**config.mk**
```make
export PLATFORM = sky130hd
export DESIGN_NAME = sc_collision_lives_ctrl_flat
export DESIGN_NICKNAME = d
export VERILOG_FILES = /design/src/rtl/frogger_pkg.sv /design/src/rtl/sc_collision_lives_ctrl_if.sv /design/src/rtl/sc_countdown_timer.sv /design/src/rtl/sc_collision_lives_ctrl.sv /design/src/flat_wrapper.sv
export SDC_FILE = /design/constraint.sdc
export NUM_CORES = 1
export LEC_CHECK = 0
export CAP_MARGIN = 20
export CORE_ASPECT_RATIO = 0.75
export CORE_MARGIN = 2
export CORE_UTILIZATION = 63
export DETAILED_ROUTE_END_ITERATION = 10
export PLACE_DENSITY = 0.94
export SLEW_MARGIN = 10
export SYNTH_ARGS = -nofsm -noshare
export SYNTH_HDL_FRONTEND = slang
export SYNTH_HIERARCHICAL = 1
export SYNTH_SLANG_ARGS = --single-unit
```
**constraint.sdc**
```tcl
create_clock -name SC_COLLISIONCTRL_CLOCK_50 -period 4.74 [get_ports SC_COLLISIONCTRL_CLOCK_50]
set_clock_uncertainty 0.15 [all_clocks]
set_input_delay 0.948 -clock SC_COLLISIONCTRL_CLOCK_50 [delete_from_list [all_inputs] [get_ports SC_COLLISIONCTRL_CLOCK_50]]
set_output_delay 0.948 -clock SC_COLLISIONCTRL_CLOCK_50 [all_outputs]
set_load 0.1 [all_outputs]
```
**src/rtl/frogger_pkg.sv**
```systemverilog
// Shared definitions for the frogger game-control blocks.
//   - State width and state encodings of the collision/lives controller.
//   - Default lives and hold-interval constants.
//   - freeze_of(): whether play is frozen in a given state.
package frogger_pkg;

  localparam int unsigned StateW = 3;

  localparam logic [StateW-1:0] StIdle     = 3'd0;
  localparam logic [StateW-1:0] StPlay     = 3'd1;
  localparam logic [StateW-1:0] StHit      = 3'd2;
  localparam logic [StateW-1:0] StGrace    = 3'd3;
  localparam logic [StateW-1:0] StGameOver = 3'd4;

  localparam int unsigned LivesInitDef  = 3;
  localparam int unsigned HoldCyclesDef = 25_000_000;

  // Scrolling and frog movement stop in IDLE, HIT and GAMEOVER.
  function automatic logic freeze_of(input logic [StateW-1:0] st);
    return (st == StIdle) || (st == StHit) || (st == StGameOver);
  endfunction

endpackage

```
**src/rtl/sc_collision_lives_ctrl_if.sv**
```systemverilog
// Bus between the collision comparator / game front end and the lives controller.
//   master: drives collision flag, sample strobe and start pulse; reads status.
//   slave : the controller; reads the strobes, drives lives/respawn/freeze/
//           invuln/game-over/state.
interface sc_collision_lives_ctrl_if #(
  parameter int unsigned LIVESWIDTH = 3
);
  logic                  SC_COLLISIONCTRL_collision_In;
  logic                  SC_COLLISIONCTRL_sample_In;
  logic                  SC_COLLISIONCTRL_start_In;
  logic [LIVESWIDTH-1:0] SC_COLLISIONCTRL_lives_OutBus;
  logic                  SC_COLLISIONCTRL_frogReset_Out;
  logic                  SC_COLLISIONCTRL_freeze_Out;
  logic                  SC_COLLISIONCTRL_invuln_Out;
  logic                  SC_COLLISIONCTRL_gameOver_Out;
  logic [2:0]            SC_COLLISIONCTRL_state_OutBus;

  modport master (
    output SC_COLLISIONCTRL_collision_In,
    output SC_COLLISIONCTRL_sample_In,
    output SC_COLLISIONCTRL_start_In,
    input  SC_COLLISIONCTRL_lives_OutBus,
    input  SC_COLLISIONCTRL_frogReset_Out,
    input  SC_COLLISIONCTRL_freeze_Out,
    input  SC_COLLISIONCTRL_invuln_Out,
    input  SC_COLLISIONCTRL_gameOver_Out,
    input  SC_COLLISIONCTRL_state_OutBus
  );

  modport slave (
    input  SC_COLLISIONCTRL_collision_In,
    input  SC_COLLISIONCTRL_sample_In,
    input  SC_COLLISIONCTRL_start_In,
    output SC_COLLISIONCTRL_lives_OutBus,
    output SC_COLLISIONCTRL_frogReset_Out,
    output SC_COLLISIONCTRL_freeze_Out,
    output SC_COLLISIONCTRL_invuln_Out,
    output SC_COLLISIONCTRL_gameOver_Out,
    output SC_COLLISIONCTRL_state_OutBus
  );
endinterface

```
**src/rtl/sc_countdown_timer.sv**
```systemverilog
// Loadable down-counter with a registered zero flag.
//   i_clk, i_rst_n : clock, asynchronous active-low reset
//   i_load         : load i_load_val (has priority over i_en)
//   i_en           : decrement by one, holding at zero
//   o_zero         : high when the count is zero
module sc_countdown_timer #(
  parameter int unsigned TIMERWIDTH = 26
) (
  input  logic                  i_clk,
  input  logic                  i_rst_n,
  input  logic                  i_load,
  input  logic [TIMERWIDTH-1:0] i_load_val,
  input  logic                  i_en,
  output logic                  o_zero
);

  logic [TIMERWIDTH-1:0] r_cnt;
  logic                  r_zero;

  always_ff @(posedge i_clk or negedge i_rst_n) begin
    if (!i_rst_n) begin
      r_cnt  <= '0;
      r_zero <= 1'b1;
    end else if (i_load) begin
      r_cnt  <= i_load_val;
      r_zero <= (i_load_val == '0);
    end else if (i_en && !r_zero) begin
      r_cnt  <= r_cnt - TIMERWIDTH'(1);
      r_zero <= (r_cnt == TIMERWIDTH'(1));
    end
  end

  assign o_zero = r_zero;

endmodule

```
**src/rtl/sc_collision_lives_ctrl.sv**
```systemverilog
// Collision confirmation and lives control for the frogger game.
// Samples the comparator's collision flag on frame strobes, confirms a hit after
// CONFIRM_SAMPLES consecutive positive samples, then decrements lives, freezes
// play for HOLD_CYCLES clocks and pulses a respawn, or declares game over.
//   SC_COLLISIONCTRL_CLOCK_50     : system clock
//   SC_COLLISIONCTRL_RESET_InLow  : asynchronous active-low reset
//   bus (slave)                   : strobes in; lives/frogReset/freeze/invuln/
//                                   gameOver/state out, all registered
// Optional feature macro SC_COLLISIONCTRL_GRACE_EN: adds a GRACE_CYCLES
// invulnerability window (GRACE state) after every hold.
module sc_collision_lives_ctrl
  import frogger_pkg::*;
#(
  parameter int unsigned LIVESWIDTH      = 3,
  parameter int unsigned LIVES_INIT      = LivesInitDef,
  parameter int unsigned CONFIRM_SAMPLES = 2,
  parameter int unsigned TIMERWIDTH      = 26,
  parameter int unsigned HOLD_CYCLES     = HoldCyclesDef,
  parameter int unsigned GRACE_CYCLES    = 50_000_000
) (
  input  logic SC_COLLISIONCTRL_CLOCK_50,
  input  logic SC_COLLISIONCTRL_RESET_InLow,
  sc_collision_lives_ctrl_if.slave bus
);

  localparam int unsigned CntW = $clog2(CONFIRM_SAMPLES + 1);
  localparam logic [CntW-1:0]       ConfN   = CntW'(CONFIRM_SAMPLES);
  localparam logic [LIVESWIDTH-1:0] LivesLd = LIVESWIDTH'(LIVES_INIT);
  localparam logic [TIMERWIDTH-1:0] HoldLd  = TIMERWIDTH'(HOLD_CYCLES - 1);
`ifdef SC_COLLISIONCTRL_GRACE_EN
  localparam logic [TIMERWIDTH-1:0] GraceLd = TIMERWIDTH'(GRACE_CYCLES - 1);
`endif

  if (LIVES_INIT < 1 || LIVES_INIT >= (2 ** LIVESWIDTH) || CONFIRM_SAMPLES < 1 ||
      HOLD_CYCLES < 1 || GRACE_CYCLES < 1) begin : g_param_err
    $error("sc_collision_lives_ctrl: illegal parameter value");
  end

  logic                  w_clk, w_rst_n;
  logic                  w_col, w_smp, w_start;
  logic [StateW-1:0]     r_state, w_state_nxt;
  logic [LIVESWIDTH-1:0] r_lives, w_lives_nxt;
  logic [CntW-1:0]       r_cnt, w_cnt_nxt;
  logic                  r_frog, w_frog_nxt;
  logic                  r_freeze, r_invuln, r_gameover;
  logic                  w_tmr_load, w_tmr_en, w_tmr_zero;
  logic [TIMERWIDTH-1:0] w_tmr_val;

  assign w_clk   = SC_COLLISIONCTRL_CLOCK_50;
  assign w_rst_n = SC_COLLISIONCTRL_RESET_InLow;
  assign w_col   = bus.SC_COLLISIONCTRL_collision_In;
  assign w_smp   = bus.SC_COLLISIONCTRL_sample_In;
  assign w_start = bus.SC_COLLISIONCTRL_start_In;

  sc_countdown_timer #(
    .TIMERWIDTH (TIMERWIDTH)
  ) u_timer (
    .i_clk      (w_clk),
    .i_rst_n    (w_rst_n),
    .i_load     (w_tmr_load),
    .i_load_val (w_tmr_val),
    .i_en       (w_tmr_en),
    .o_zero     (w_tmr_zero)
  );

  // The sample that brings the counter to ConfN is acted on one clock later,
  // which is where the extra cycle of hit latency comes from.
  always_comb begin
    w_state_nxt = r_state;
    w_lives_nxt = r_lives;
    w_cnt_nxt   = r_cnt;
    w_frog_nxt  = 1'b0;
    w_tmr_load  = 1'b0;
    w_tmr_val   = HoldLd;
    w_tmr_en    = 1'b0;
    case (r_state)
      StIdle, StGameOver: begin
        if (w_start) begin
          w_state_nxt = StPlay;
          w_lives_nxt = LivesLd;
          w_frog_nxt  = 1'b1;
          w_cnt_nxt   = '0;
        end
      end
      StPlay: begin
        if (r_cnt == ConfN) begin
          w_cnt_nxt = '0;
          if (r_lives > LIVESWIDTH'(1)) begin
            w_lives_nxt = r_lives - LIVESWIDTH'(1);
            w_state_nxt = StHit;
            w_tmr_load  = 1'b1;
            w_frog_nxt  = 1'b1;
          end else begin
            w_lives_nxt = '0;
            w_state_nxt = StGameOver;
          end
        end else if (w_smp) begin
          w_cnt_nxt = w_col ? r_cnt + CntW'(1) : '0;
        end
      end
      StHit: begin
        if (w_tmr_zero) begin
`ifdef SC_COLLISIONCTRL_GRACE_EN
          w_state_nxt = StGrace;
          w_tmr_load  = 1'b1;
          w_tmr_val   = GraceLd;
`else
          w_state_nxt = StPlay;
          w_cnt_nxt   = '0;
`endif
        end else begin
          w_tmr_en = 1'b1;
        end
      end
`ifdef SC_COLLISIONCTRL_GRACE_EN
      StGrace: begin
        if (w_tmr_zero) begin
          w_state_nxt = StPlay;
          w_cnt_nxt   = '0;
        end else begin
          w_tmr_en = 1'b1;
        end
      end
`endif
      default: w_state_nxt = StIdle;
    endcase
  end

  always_ff @(posedge w_clk or negedge w_rst_n) begin
    if (!w_rst_n) begin
      r_state    <= StIdle;
      r_lives    <= LivesLd;
      r_cnt      <= '0;
      r_frog     <= 1'b0;
      r_freeze   <= 1'b1;
      r_invuln   <= 1'b0;
      r_gameover <= 1'b0;
    end else begin
      r_state    <= w_state_nxt;
      r_lives    <= w_lives_nxt;
      r_cnt      <= w_cnt_nxt;
      r_frog     <= w_frog_nxt;
      r_freeze   <= freeze_of(w_state_nxt);
`ifdef SC_COLLISIONCTRL_GRACE_EN
      r_invuln   <= (w_state_nxt == StGrace);
`else
      r_invuln   <= 1'b0;
`endif
      r_gameover <= (w_state_nxt == StGameOver);
    end
  end

  assign bus.SC_COLLISIONCTRL_lives_OutBus  = r_lives;
  assign bus.SC_COLLISIONCTRL_frogReset_Out = r_frog;
  assign bus.SC_COLLISIONCTRL_freeze_Out    = r_freeze;
  assign bus.SC_COLLISIONCTRL_invuln_Out    = r_invuln;
  assign bus.SC_COLLISIONCTRL_gameOver_Out  = r_gameover;
  assign bus.SC_COLLISIONCTRL_state_OutBus  = r_state;

endmodule

```
**src/flat_wrapper.sv**
```systemverilog
// flat-port wrapper written by rule: the top's interface ports become plain ports
module sc_collision_lives_ctrl_flat import frogger_pkg::*;
#(
  parameter int unsigned LIVESWIDTH      = 3,
  parameter int unsigned LIVES_INIT      = LivesInitDef,
  parameter int unsigned CONFIRM_SAMPLES = 2,
  parameter int unsigned TIMERWIDTH      = 26,
  parameter int unsigned HOLD_CYCLES     = HoldCyclesDef,
  parameter int unsigned GRACE_CYCLES    = 50_000_000
)
  (SC_COLLISIONCTRL_CLOCK_50, SC_COLLISIONCTRL_RESET_InLow, bus_SC_COLLISIONCTRL_collision_In, bus_SC_COLLISIONCTRL_sample_In, bus_SC_COLLISIONCTRL_start_In, bus_SC_COLLISIONCTRL_lives_OutBus, bus_SC_COLLISIONCTRL_frogReset_Out, bus_SC_COLLISIONCTRL_freeze_Out, bus_SC_COLLISIONCTRL_invuln_Out, bus_SC_COLLISIONCTRL_gameOver_Out, bus_SC_COLLISIONCTRL_state_OutBus);
  sc_collision_lives_ctrl_if #(.LIVESWIDTH(LIVESWIDTH)) bus_i ();
  input  logic SC_COLLISIONCTRL_CLOCK_50;
  input  logic SC_COLLISIONCTRL_RESET_InLow;
  input wire logic [$bits(bus_i.SC_COLLISIONCTRL_collision_In)-1:0] bus_SC_COLLISIONCTRL_collision_In;
  input wire logic [$bits(bus_i.SC_COLLISIONCTRL_sample_In)-1:0] bus_SC_COLLISIONCTRL_sample_In;
  input wire logic [$bits(bus_i.SC_COLLISIONCTRL_start_In)-1:0] bus_SC_COLLISIONCTRL_start_In;
  output wire logic [$bits(bus_i.SC_COLLISIONCTRL_lives_OutBus)-1:0] bus_SC_COLLISIONCTRL_lives_OutBus;
  output wire logic [$bits(bus_i.SC_COLLISIONCTRL_frogReset_Out)-1:0] bus_SC_COLLISIONCTRL_frogReset_Out;
  output wire logic [$bits(bus_i.SC_COLLISIONCTRL_freeze_Out)-1:0] bus_SC_COLLISIONCTRL_freeze_Out;
  output wire logic [$bits(bus_i.SC_COLLISIONCTRL_invuln_Out)-1:0] bus_SC_COLLISIONCTRL_invuln_Out;
  output wire logic [$bits(bus_i.SC_COLLISIONCTRL_gameOver_Out)-1:0] bus_SC_COLLISIONCTRL_gameOver_Out;
  output wire logic [$bits(bus_i.SC_COLLISIONCTRL_state_OutBus)-1:0] bus_SC_COLLISIONCTRL_state_OutBus;
  assign bus_i.SC_COLLISIONCTRL_collision_In = bus_SC_COLLISIONCTRL_collision_In;
  assign bus_i.SC_COLLISIONCTRL_sample_In = bus_SC_COLLISIONCTRL_sample_In;
  assign bus_i.SC_COLLISIONCTRL_start_In = bus_SC_COLLISIONCTRL_start_In;
  assign bus_SC_COLLISIONCTRL_lives_OutBus = bus_i.SC_COLLISIONCTRL_lives_OutBus;
  assign bus_SC_COLLISIONCTRL_frogReset_Out = bus_i.SC_COLLISIONCTRL_frogReset_Out;
  assign bus_SC_COLLISIONCTRL_freeze_Out = bus_i.SC_COLLISIONCTRL_freeze_Out;
  assign bus_SC_COLLISIONCTRL_invuln_Out = bus_i.SC_COLLISIONCTRL_invuln_Out;
  assign bus_SC_COLLISIONCTRL_gameOver_Out = bus_i.SC_COLLISIONCTRL_gameOver_Out;
  assign bus_SC_COLLISIONCTRL_state_OutBus = bus_i.SC_COLLISIONCTRL_state_OutBus;
  sc_collision_lives_ctrl #(.LIVESWIDTH(LIVESWIDTH), .LIVES_INIT(LIVES_INIT), .CONFIRM_SAMPLES(CONFIRM_SAMPLES), .TIMERWIDTH(TIMERWIDTH), .HOLD_CYCLES(HOLD_CYCLES), .GRACE_CYCLES(GRACE_CYCLES)) u_core (.SC_COLLISIONCTRL_CLOCK_50(SC_COLLISIONCTRL_CLOCK_50), .SC_COLLISIONCTRL_RESET_InLow(SC_COLLISIONCTRL_RESET_InLow), .bus(bus_i));
endmodule
```
Yosys cells after proc, flatten, opt, wreduce, memory -nomap -nowiden:

Cells that the tools add are included.
W data, S select, Z words.

* output and inout port bits: 10
* register bits: 38
* logic and storage cells: 61

* add/sub/neg operators: 3
* reduce and logical (&&, ||, !) cells: 12
* eq/ne operators: 11
* multiplexer cells: 26
* magnitude comparators: 1

Operators by type and width (number)
* $mux W26: 2
* $eq A26 B1 Y1 const B: 1
* $sub A26 B1 Y26 const B: 1
* $mux W3: 7
* $mux W2: 5
* $pmux W3 S3: 1
* $mux W1: 8
* $eq A3 B2 Y1 const B: 2
* $eq A3 B3 Y1 const B: 2
* $logic_not A3 Y1: 2
* $pmux W2 S3: 1
* $pmux W3 S2: 1
* $ne A2 B2 Y1 const B: 2
* $reduce_and A4 Y1: 1
* $reduce_bool A2 Y1: 2
* $eq A3 B1 Y1 const B: 1
* $gt A3 B1 Y1 const B: 1
* $ne A3 B2 Y1 const B: 1
* $reduce_and A3 Y1: 1
* $reduce_bool A3 Y1: 1
* $sub A3 B1 Y3 const B: 1
* $add A2 B1 Y2 const B: 1
* $eq A2 B2 Y1 const B: 1
* $logic_or A1 B1 Y1: 2
* 5 further kinds: 5

Depth between registers and ports, before layout:

Gate-level depths: netlist (run 1).

* word-level depth: 7
* depth in mapped cells: 9
* depth with buffers taken out: 9

Cells and area by module:

Netlist (run 1), hierarchy kept.

By module, submodules not included
* sc_countdown_timer: instances 1, cells an instance 186, sequential area each 676.9 um2, area each 1620.3 um2
* sc_collision_lives_ctrl: instances 1, cells an instance 57, sequential area each 279.0 um2, area each 606.8 um2

Least setup slack after synthesis (run 1):

OpenSTA, ideal clock, no wires.

* path kind: reg2reg
* start: register u_core.r_state[1] (netlist: u_core/bus.SC_COLLISIONCTRL_state_OutBus[1])
* end: register u_core.u_timer.r_cnt[17]
* arrival: 3.267 ns
* slack: 1.241 ns
* library setup time: 0.082 ns
* cell stages (with the launch flop): 6
* data required time: 4.508 ns
* period minus slack after synthesis: 3.499 ns
* cell sequence: dfrtp_1 > nor4b_1 > or4b_4 > or4b_4 > or4_1 > a31oi_1

* longest elaborated chain between the ends: 4

Ends and longest elaborated chain
* start: declaration: line sc_collision_lives_ctrl.sv:41 `logic [StateW-1:0] r_state, w_state_nxt;`
* start signal: assignment: line sc_collision_lives_ctrl.sv:131 `r_state <= StIdle;`
* start signal: assignment: line sc_collision_lives_ctrl.sv:139 `r_state <= w_state_nxt;`
* $eq A3 B2 Y1: line sc_collision_lives_ctrl.sv:76 `case (r_state)`
* $mux W1: line sc_collision_lives_ctrl.sv:76
* via u_core.w_tmr_en: line sc_collision_lives_ctrl.sv:46 `logic w_tmr_load, w_tmr_en, w_tmr_zero;`
* $logic_and A1 B1 Y1: line sc_countdown_timer.sv:27 `end else if (i_en && !r_zero) begin`
* $reduce_bool A2 Y1 (no source line)
* end signal: assignment: line sc_countdown_timer.sv:25 `r_cnt <= i_load_val;`
* end signal: assignment: line sc_countdown_timer.sv:28 `r_cnt <= r_cnt - TIMERWIDTH'(1);`
* end: declaration: line sc_countdown_timer.sv:17 `logic [TIMERWIDTH-1:0] r_cnt;`

The timed path passes the listed nets, and every way through them passes these cells.
A chain may end at the register's enable or synchronous reset.

Final worst setup path (run 1):

* start: register u_core.r_state[0] (netlist: u_core/bus.SC_COLLISIONCTRL_state_OutBus[0])
* end: register u_core.u_timer.r_cnt[21]

The elaborated chain is that of the path after synthesis.

==> metrics, run 1 <==
setup TNS 0 ns; Slew @ Worst Pin slightly below 1 ns; TritonCTS clock tree done; Gate Count Post-Synth 243; Area Overhead vs Synth 21.5%; largest net degree at the start of global routing 39; initial antenna violation count 0; Main synth FF type dfrtp_1; clock insertion delay at the later pin of the skew report 0.29 ns; drt pass-1 iters 4; fin area around 2700 sq um; Tcrit/Tclk final between 60% and 70%; Distinct cells, synth 43; Ys Warns 6; syn avg cell area 9.17 sq um; Arr. time, crit path between 3 and 4 ns; sequential element share of the synthesized area 42.9%; RSZ-0062 raised after global routing false; Final HPWL DP about 3.3 mm; final-report hold violation count 0; crit path capture type register; starting density of the core 66.8%; number of top-level pins 15; root buf cell clkbuf_8; first-pass GRT wire length 8.16 mm; final setup fails 0; WHS Endpoint u_core/r_cnt[0]; Setup Crit Path Kind reg -> reg; top post-synthesis cells by area dfrtp_1 (38%), or4_1 (5.1%), dfstp_2 (4.7%); XOR/XNOR share of the synthesized area under 10%; crit start category register; Hold Startpoint u_core/r_cnt[0]; Core ar. roughly 3300 sq um; Hold Path Cell Cnt 1; IO buf count 13; Max Cap Violations 0; synthesized flop and latch total 38; clock slew at reported path FFs 0.08 ns; DR vias/cell between 5 and 6; multiplexer share of the synthesized area 0%; max_slew headroom 33.5%; area leader, netlist dfrtp_1; Total GRT Usage 25.9%; simple-gate portion of the synthesized area 28.5%; WL/cell 14.2 um; pwr/cell area 625 nW/um^2; via count roughly 2,000; Max clock buf depth 2; routability congestion estimate 0.818; final WL 4.92 mm; Post-synth EDFFs 0; CTS Buf Count 5; GRT overflow 0; # rows 18; Compound-Gate Fraction of Synth Area 17.0%; H-tree Lvls 2; vias in the first global route 1,779; HP Class reg -> reg; ANT nets after route 0; share of cells above drive strength 1 about 8.5%; most frequent cells after synthesis dfrtp_1 (34), nand2_1 (22), nor2_1 (21); Crit Reg-Reg Endpoint u_core/u_timer/r_cnt[21]; Netlist Area Pre-Place 2230 sq um; # hold bufs at CTS 0; r2r setup slk 1.49 ns; worst path required time 4.79 ns; outcome completed; final core occ between 80% and 90%; number of gates resized after CTS 0; Die Y around 55 um; Final #Nets around 320; Placed Area 2560 sq um; Die Wd 72.7 um; Max Freq 308 MHz; final-report max-slew violation count 0; Max VDD drop 0.403 mV; DRC 0; leak pwr about 0.0011 uW; total die area ~4000 sq um; Synth Area in Adders 2.81%; setup bufs post-CTS 0; Worst R2R Start u_core/bus.SC_COLLISIONCTRL_state_OutBus[0]; DR iter-0 viols 164; worst-case reg-to-reg path depth 5; Final Power 1690 uW; Clock Sinks 38; top cell type's share of synthesized area 38.2%; min Tclk post-route 3.25 ns; largest family of logic cells by synthesized area simple AND/OR/NAND/NOR gates; Synth async-reset ratio 100%; ant diodes 0; Max FO, Critical Path 10; most frequent cell after synthesis dfrtp_1
## where the power goes
part / leakage, uW / internal [uW] / switching, uW / total [uW]
registers: 0.000449 / 484 / 169 / 653
clock network: 0.0000714 / 224 / 115 / 340
logic: 0.000566 / 245 / 454 / 700
total: 0.00109 / 953 / 739 / 1690
## critical path: stages, from the launching register on
cell and delay [ns]:
dfrtp_1 0.48, nor4b_1 0.74, nor4b_1 0.70, nand3_1 0.35, or4_1 0.57, a31oi_1 0.18
## kinds of logic (layout without fill, tap and decap cells)
group | Yosys count | in the layout
and+or+nand+nor | 108 | 108
AOI/OAI and AO/OA | 57 | 57
xor gates and xnor gates | 12 | 12
adders and majority gates | 5 | 5
buffers and inverters | 21 | 33
DFF | 38 | 38
other | 2 | 53
## how the worst max path moves through the flow
stage	endpoint	slack, ns	cells after the start	startpoint
after floorplan	u_core/u_timer/r_cnt[17]	1.24	5	u_core/bus.SC_COLLISIONCTRL_state_OutBus[1]
after global placement	u_core/u_timer/r_cnt[17]	1.67	5	u_core/bus.SC_COLLISIONCTRL_state_OutBus[0]
after detailed placement	u_core/u_timer/r_cnt[17]	1.52	5	u_core/bus.SC_COLLISIONCTRL_state_OutBus[0]
after CTS	u_core/u_timer/r_cnt[17]	1.52	5	u_core/bus.SC_COLLISIONCTRL_state_OutBus[0]
after global routing	u_core/u_timer/r_cnt[21]	1.35	5	u_core/bus.SC_COLLISIONCTRL_state_OutBus[0]
final	u_core/u_timer/r_cnt[21]	1.49	5	u_core/bus.SC_COLLISIONCTRL_state_OutBus[0]
## state kept, by name, summed over array words and instances (netlist names)
signal / flops
u_core/u_timer/r_cnt: 26
u_core/r_cnt: 2
u_core/bus.SC_COLLISIONCTRL_gameOver_Out: 1
u_core/u_timer/o_zero: 1
u_core/bus.SC_COLLISIONCTRL_frogReset_Out: 1
u_core/bus.SC_COLLISIONCTRL_freeze_Out: 1
u_core/bus.SC_COLLISIONCTRL_lives_OutBus: 3
u_core/bus.SC_COLLISIONCTRL_state_OutBus: 3
## layout make-up
type | instances | area [sq um]
multi-input combinational | 235 | 1380
sequential | 38 | 956
fill | 220 | 627
timing repair buffer | 15 | 140
clock buffer | 6 | 82.6
clock inverter | 2 | 60.1
tap | 40 | 50.0
inverter | 10 | 37.5
## through the flow
stage	cells	hold WS [ns]	setup slack, ns
final	346	0.357	1.49
after global routing	346	0.374	1.35
after CTS	346	0.350	1.52
after detailed placement	338	0.345	1.52
after global placement	338	0.329	1.67
after floorplan	294	0.305	1.24
## layer usage
metal / up-vias / part of all wire [%] / global-route usage, %
li1: 986 / - / -
met1: 945 / 46 / 38.0
met2: 65 / 46 / 38.2
met3: 6 / 6.4 / 5.29
met4: 0 / 1.0 / 8.99
met5: - / 0 / 0
## placed cells by master (no fill, tap or decap), types with 2 or more instances in the layout
master / count
or3_1: 3
a31oi_1: 11
nand2_1: 22
o2111ai_1: 3
xnor2_1: 5
buf_4: 2
ha_1: 5
nand4_1: 6
inv_1: 9
clkdlybuf4s50_1: 12
nand3_1: 8
nor3b_1: 3
or4b_4: 3
nor3_1: 3
nor4_1: 9
o21ai_0: 18
or4_1: 15
conb_1: 53
o31ai_1: 13
dfrtp_1: 34
clkbuf_8: 6
nor4b_1: 3
nor2_1: 21
xor2_1: 7
o21ai_2: 2
nand4bb_1: 2
bufinv_16: 2
nand2b_1: 2
o211ai_1: 4
dfstp_2: 4
No activity file was read; power rests on OpenSTA's default activity.
==> run 2, diff against run 1 <==
Settings changed: CORE_UTILIZATION 63 to 53, PLACE_DENSITY 0.94 to 0.86.
Clock period 4.74 ns to 2.9 ns, I/O delays scaled along.
==> metrics, run 2 (same netlist as run 1, synthesis figures left out) <==
Die Wd around 79 um; share of cells above drive strength 1 14.4%; number of top-level pins 15; routability congestion estimate 0.810; register share of total power between 40 and 50%; root buf cell clkbuf_8; Area Overhead vs Synth 22.6%; setup bufs post-CTS 0; DRC 0; Max Freq 360 MHz; GRT overflow 0; post-route insts no fill approximately 370; via count roughly 2,000; Clock power frac 14.0%; internal power 1410 uW; final setup fails 0; setup TNS 0 ns; Crit Reg-Reg Endpoint u_core/u_timer/r_cnt[17]; first-pass GRT wire length 7.65 mm; fin area 2730 sq um; IO buf count 13; clock slew at reported path FFs 0.07 ns; Final HPWL DP roughly 3.5 mm; Final #Nets 322; Max FO, Critical Path 10; Worst R2R Start u_core/bus.SC_COLLISIONCTRL_state_OutBus[0]; DR iter-0 viols 127; commonest non-fill, non-tap cells in the layout conb_1 (53), dfrtp_1 (31), nand2_1 (22), nor2_1 (20); # rows 20; leak pwr between 0.001 and 0.0015 uW; Core ar. 4050 sq um; Max Cap Violations 0; final WL 4.75 mm; number of gates resized after CTS 0; crit path capture type register; Die Y 60.1 um; vias in the first global route 1,660; pwr/cell area 953 nW/um^2; RSZ-0062 raised after global routing false; logic gate share of total power 44.9%; CTS Buf Count 5; r2r setup slk 0.12 ns; # hold bufs at CTS 0; drt pass-1 iters 4; starting density of the core 54.9%; TritonCTS clock tree done; Clock Sinks 38; initial antenna violation count 0; Placed Area ~2600 sq um; Slew @ Worst Pin 0.597 ns; DR vias/cell 5.36; Max VDD drop 0.431 mV; H-tree Lvls 2; Total GRT Usage around 21%; worst-case reg-to-reg path depth 5; total die area 4740 sq um; HP Class in -> async; placed instance count 360; most common cell after layout, fill and taps aside conb_1; P_sw around 1200 uW; Tcrit/Tclk final ~96%; crit start category register; worst path required time 2.95 ns; Arr. time, crit path approximately 2.8 ns; outcome completed; Setup Crit Path Kind reg -> reg; largest net degree at the start of global routing 27; final-report max-slew violation count 0; final-report hold violation count 0; max_slew headroom 60.2%; ANT nets after route 0; WL/cell 12.9 um; clock insertion delay at the later pin of the skew report around 0.28 ns; min Tclk post-route 2.78 ns; Top reg by flops u_core/u_timer/r_cnt; Max clock buf depth 2; ant diodes 0; max FFs per register 26; sw frac 45.8%
==> run 2: stage by stage <==
step	hold slack (ns)	util, %	power [uW]	worst slack [ns]
5_1_grt	0.186	67.4	2790	0.0245
6_report	0.147	67.4	2600	0.123
3_3_place_gp	0.322	65.2	2170	0.195
3_5_place_dp	0.331	65.2	2230	0.0900
4_1_cts	0.154	67.4	2600	0.0980
2_1_floorplan	0.134	-	1920	0.00876
==> run 2: worst max-delay path by stage <==
stage / startpoint / slack (ns) / endpoint / depth (start not counted)
after CTS: u_core/bus.SC_COLLISIONCTRL_state_OutBus[0] / 0.1 / u_core/u_timer/r_cnt[17] / 5
after detailed placement: u_core/bus.SC_COLLISIONCTRL_state_OutBus[0] / 0.09 / u_core/u_timer/r_cnt[17] / 5
after global placement: u_core/bus.SC_COLLISIONCTRL_state_OutBus[0] / 0.20 / u_core/u_timer/r_cnt[17] / 5
final: u_core/bus.SC_COLLISIONCTRL_state_OutBus[0] / 0.12 / u_core/u_timer/r_cnt[17] / 5
after global routing: u_core/bus.SC_COLLISIONCTRL_state_OutBus[0] / 0.02 / u_core/u_timer/r_cnt[17] / 5
after floorplan: u_core/bus.SC_COLLISIONCTRL_state_OutBus[0] / 0.009 / u_core/u_timer/r_cnt[17] / 5
==> run 2: cell type report <==
class                   instances  area [sq um]
inverters                      10          37.5
flip-flops and latches         38           967
well taps                      55          68.8
multi-input cells             235          1400
repair buffers                 22           170
fillers                       332          1320
clock buffers                   8          90.1
==> run 2: power by group through the flow <==
stage	sequential [uW]	combinational [uW]	clock, uW
5_1_grt	1110	1280	398
3_3_place_gp	1060	1110	0
2_1_floorplan	1270	649	0
6_report	1070	1170	365
4_1_cts	1060	1160	377
3_5_place_dp	1070	1160	0
==> run 2: critical path: stages, from the launching register on <==
cell	delay, ns
dfrtp_4	0.53
nor4b_4	0.29
or4b_4	0.53
or4b_4	0.52
or4_1	0.52
a31oi_1	0.16
==> run 2: per-layer routing <==
layer | track usage, % | vias to the layer above | wire, um
met3 | 5.14 | 4 | 159
met1 | 29.4 | 937 | 2390
li1 | - | 995 | -
met5 | 0 | - | 0
met2 | 34.1 | 37 | 2160
met4 | 6.90 | 0 | 43
